## src/rtl/key_debounce_pkg.sv

```systemverilog
// Project-wide constants for the key conditioning path and a counter sizing helper.
package key_debounce_pkg;

    // 10 ms of stability at the 50 MHz system clock.
    localparam int unsigned DEBOUNCE_DEFAULT = 500000;
    localparam int unsigned NKEYS_DEFAULT    = 4;

    // Counter width able to hold DEBOUNCE-1, never narrower than one bit.
    function automatic int unsigned cnt_width(input int unsigned debounce);
        return (debounce > 1) ? $clog2(debounce) : 1;
    endfunction

endpackage

```

## src/rtl/key_debounce_bit.sv

```systemverilog
// One key: two-flop synchronizer, stability counter, debounced level and change strobe.
module key_debounce_bit
    import key_debounce_pkg::*;
#(
    parameter int unsigned DEBOUNCE = DEBOUNCE_DEFAULT
) (
    input  logic CLK,
    input  logic RESET,
    input  logic LVL,
    output logic KEY,
    output logic KEY_CHG
);

    localparam int unsigned   CW       = cnt_width(DEBOUNCE);
    localparam logic [CW-1:0] CNT_LAST = CW'(DEBOUNCE - 1);

    logic          s1;
    logic          s2;
    logic [CW-1:0] cnt;

    // Synchronize, then let KEY follow s2 only after DEBOUNCE consecutive mismatches.
    always_ff @(posedge CLK) begin
        if (RESET) begin
            s1      <= 1'b0;
            s2      <= 1'b0;
            cnt     <= '0;
            KEY     <= 1'b0;
            KEY_CHG <= 1'b0;
        end else begin
            s1 <= LVL;
            s2 <= s1;
            if (s2 == KEY) begin
                cnt     <= '0;
                KEY_CHG <= 1'b0;
            end else if (cnt == CNT_LAST) begin
                KEY     <= s2;
                cnt     <= '0;
                KEY_CHG <= 1'b1;
            end else begin
                cnt     <= cnt + CW'(1);
                KEY_CHG <= 1'b0;
            end
        end
    end

endmodule

```

## src/rtl/key_debounce.sv

```systemverilog
// Push-button conditioning: polarity fix-up and an independent debouncer per key.
module key_debounce
    import key_debounce_pkg::*;
#(
    parameter int unsigned NKEYS      = NKEYS_DEFAULT,
    parameter int unsigned DEBOUNCE   = DEBOUNCE_DEFAULT,
    parameter int unsigned ACTIVE_LOW = 1
) (
    input  logic             CLK,
    input  logic             RESET,
    input  logic [NKEYS-1:0] KEY_RAW,
    output logic [NKEYS-1:0] KEY,
    output logic [NKEYS-1:0] KEY_CHG
);

    localparam logic INV = (ACTIVE_LOW != 0);

    logic [NKEYS-1:0] lvl;

    // Normalize to 1 = pressed ahead of the synchronizers.
    assign lvl = KEY_RAW ^ {NKEYS{INV}};

    // One fully independent debouncer per key.
    for (genvar i = 0; i < NKEYS; i++) begin : g_key
        key_debounce_bit #(
            .DEBOUNCE(DEBOUNCE)
        ) u_bit (
            .CLK    (CLK),
            .RESET  (RESET),
            .LVL    (lvl[i]),
            .KEY    (KEY[i]),
            .KEY_CHG(KEY_CHG[i])
        );
    end

endmodule

```

## config.mk

```make
export PLATFORM = sky130hd
export DESIGN_NAME = key_debounce
export DESIGN_NICKNAME = d
export VERILOG_FILES = /design/src/rtl/key_debounce_pkg.sv /design/src/rtl/key_debounce_bit.sv /design/src/rtl/key_debounce.sv
export SDC_FILE = /design/constraint.sdc
export NUM_CORES = 1
export LEC_CHECK = 0
export ABC_AREA = 1
export BUFFER_PORTS_ARGS = -buffer_cell sky130_fd_sc_hd__buf_2
export CAP_MARGIN = 30
export CELL_PAD_IN_SITES_DETAIL_PLACEMENT = 1
export CELL_PAD_IN_SITES_GLOBAL_PLACEMENT = 1
export CORE_MARGIN = 2
export CORE_UTILIZATION = 45
export DETAILED_ROUTE_END_ITERATION = 10
export PLACE_DENSITY_LB_ADDON = 0.15
export SETUP_SLACK_MARGIN = 0.5
export SYNTH_ARGS = -nofsm -noshare
export SYNTH_HDL_FRONTEND = slang
export SYNTH_SLANG_ARGS = --single-unit
```

## constraint.sdc

```tcl
create_clock -name CLK -period 1.95 [get_ports CLK]
set_input_delay 0.4875 -clock CLK [delete_from_list [all_inputs] [get_ports CLK]]
set_output_delay 0.4875 -clock CLK [all_outputs]
set_load 0.01 [all_outputs]
```

==> summary.md <==
| Metric | Value |
|---|---|
| Top delay family on crit path | flip-flops |
| Final Cell Area | 0.005380 mm² |
| Ranking of synthesized cells by area | dfxtp_1 39%, nand2_1 14%, nor2_1 13% |
| Tcrit/Tclk final | 72.69% |
| Core Area | 0.01032 mm² |
| Area Overhead vs Synth | 12.92% |
| Final setup viols | 0 |
| Max Cap Violations | 0 |
| Max VDD drop | 0.0002723 V |
| Crit. End Element | output port |
| Initial DRC Count | 122 |
| Top cells by count, synth | 182 x nand2_1, 160 x nor2_1, 92 x dfxtp_1, 84 x inv_1, 38 x nand3_1 |
| PD cells | 610.6 mW/mm² |
| Crit-path cells | buf_2 |
| Gr usage total | 22.40% |
| Die Span X | 106.9 µm |
| Max clock buf depth | 2 |
| CTS Hold Bufs | 0 |
| Row cnt | 37 |
| Post-synthesis cell type count | 27 |
| WP buf/inv | 1 |
| RSZ-0062 raised after global routing | no |
| Worst slew pin tran | 0.4205 ns |
| Clk slew on worst S/H paths | 0.10 ns |
| Leak | 1.752 nW |
| Post-synthesis sequential area ratio | 38.66% |
| Fraction of power consumed by sequential logic | 57.5% |
| TritonRoute pass-1 iters | 4 |
| Vias in the first global route | 4,552 |
| Root buffer cell | clkbuf_8 |
| Slowest stage cell, crit path | dfxtp_1 |
| Yosys warning total | 0 |
| Sw Ratio | 23.01% |
| Status | completed |
| Syn_nets | 720 |
| CP Launch Type | flip-flop |
| Synthesized cell area | 0.004765 mm² |
| Synth Area per Inst | 6.711 µm² |
| Setup tns final | 0 ns |
| WL/cell | 14.12 µm |
| Max incr delay on CP | 0.40 ns |
| Fraction of registers with async set/reset | 0% |
| PortBufs | 13 |
| Clock Power Share | 40.7% |
| Worst EP arrival | 0.93 ns |
| Dpl hpwl | 8712 µm |
| Initial core utilization | 46.15% |
| CTS tree | done |
| HP Class | in2reg |
| Die ar. | 0.01143 mm² |
| Total grt overflow | 0 |
| Placed Area | 0.004891 mm² |
| Top FF cell, synth | dfxtp_1 |
| Fillers | 1,375 |
| Int Pwr | 2.529 mW |
| Max_slew headroom | 71.87% |
| CP Class | reg2out |
| CTS Buf Count | 9 |
| Clock latency on the worst-skew pair | 0.37 ns |
| Routed vias/inst | 4.967 |
| Final clock skew | 0.009658 ns |
| Routed vias | 4,341 |
| Gpl congestion | 0.8470 |
| Leading area contributor after synthesis | dfxtp_1 |
| Comb power frac | 1.8% |
| Fmax | 0.7055 GHz |
| H-tree depth | 3 |
| Largest net degree at the start of global routing | 18 |
| Die Y | 106.9 µm |
| Cells after Synth | 710 |
| Layout cell share with drive strength beyond 1 | 15.99% |
| Slew Viols, Final | 0 |
| Switch Pwr | 755.8 µW |
| Wirelength, routed | 12,350 µm |
| Top-count cell post-synth | nand2_1 |
| Post-synth EDFFs | 0 |
| First-pass GRT wire length | 20,640 µm |
| Final hold vios | 0 |
| Critical Path RT | 1.46 ns |
| Routed Antenna Nets | 0 |
| Post-route minimum period | 1.417 ns |
| Top-Level Pins | 14 |
| Drt drc | 0 |
| Worst Path Max Fanout | 3 |
| FF+latch count, synth | 92 |
| Initial antenna violation count | 0 |
| Antenna cell count | 0 |
| Clk sinks | 92 |
| Power Total | 3.285 mW |
| Final nets | 743 |
| Top cell type's share of synthesized area | 38.66% |
## layer usage
metal	vias up	routed length [µm]	track usage [%]
met2	27	6219	39.72
met5	-	0	0
met3	13	203	2.675
li1	2223	-	-
met1	2078	5758	27.81
met4	0	163	8.349
## flip-flops by register name (all words and copies together), names as in the netlist
name and cells:
g_key.u_bit.KEY 4, g_key.u_bit.s2 4, g_key.u_bit.cnt 76, g_key.u_bit.s1 4
g_key.u_bit.KEY_CHG 4
## final timing paths
kind                         start                endpoint  slack (ns)  cells after the start
min                     KEY_RAW[2]       g_key[2].u_bit.s1        0.28                      2
min reg2reg      g_key[1].u_bit.s1       g_key[1].u_bit.s2        0.41                      2
max             g_key[2].u_bit.KEY                  KEY[2]        0.53                      1
max reg2reg  g_key[1].u_bit.cnt[0]  g_key[1].u_bit.cnt[10]        0.55                      6
## through the flow
| step | worst slack, ns | cells | hold slack [ns] | utilization, % |
|---|---|---|---|---|
| global placement | 0.4571 | 846 | 0.3915 | 47.38 |
| finish | 0.5326 | 874 | 0.2783 | 52.11 |
| CTS | 0.4886 | 867 | 0.2681 | 50.53 |
| global route | 0.4467 | 874 | 0.2728 | 52.11 |
| floorplan | 0.6137 | 710 | 0.3883 | - |
| detailed placement | 0.3674 | 846 | 0.3975 | 47.38 |
## worst reg2reg max path, delay by kind of cell, from the launching register on
family          cells  cell delay (ns)
simple gates        4             0.66
flops               1             0.39
compound gates      1             0.08
fa+ha+maj           1             0.16
## cells in the final DEF, fill, tap and decap left out, drive strengths merged
cell type  synthesis  layout
ha                 4       4
nand2            191     192
bufinv             0       1
clkinv             0       3
xor2              16      16
a21oi             26      26
clkbuf             1      12
or2                6       6
nand4             14      14
dfxtp             92      92
o21ai             11      11
o21bai             2       2
inv               86      86
nand3b             1       1
nor2             179     179
buf               12      24
xnor2             16      16
nor3               6       6
nand3             47      47
## layout make-up
type / count / area, µm² / area share [%]
Clock buffer: 12 / 145.1 / 2.698
Clock inverter: 4 / 48.80 / 0.9070
Inverter: 86 / 325.3 / 6.047
Multi-Input combinational cell: 520 / 2649 / 49.23
Sequential cell: 92 / 1882 / 34.98
Tap cell: 136 / 170.2 / 3.163
Timing Repair Buffer: 24 / 160.2 / 2.977
## power by group through the flow
stage / registers (mW) / clock network [mW] / logic (mW)
3_5_place_dp: 1.94 / 0 / 0.0477
4_1_cts: 1.90 / 1.37 / 0.0558
3_3_place_gp: 1.94 / 0 / 0.0458
6_report: 1.89 / 1.34 / 0.0584
2_1_floorplan: 1.94 / 0 / 0.0343
5_1_grt: 1.89 / 1.44 / 0.0666
## cells by family (layout without fill, tap and decap cells)
kind of cell	Yosys count	count (layout)	share of synthesized area (%)
AND/OR/NAND/NOR	444	445	41.07
buffers and inverters	99	126	9.060
flip-flops	92	92	38.66
AO/OA/AOI/OAI	39	39	4.280
XOR/XNOR	32	32	5.882
adder cells (fa/ha/maj)	4	4	1.050
## repair_timing
action,4_1_cts,5_1_grt
cloned,1,0
endpoints found under the hold margin,0,0
endpoints found under the setup margin,78,67
setup buffers,4,7
pin swaps,3,8
resized for setup,15,41
Power figures use the tool's default switching activity.
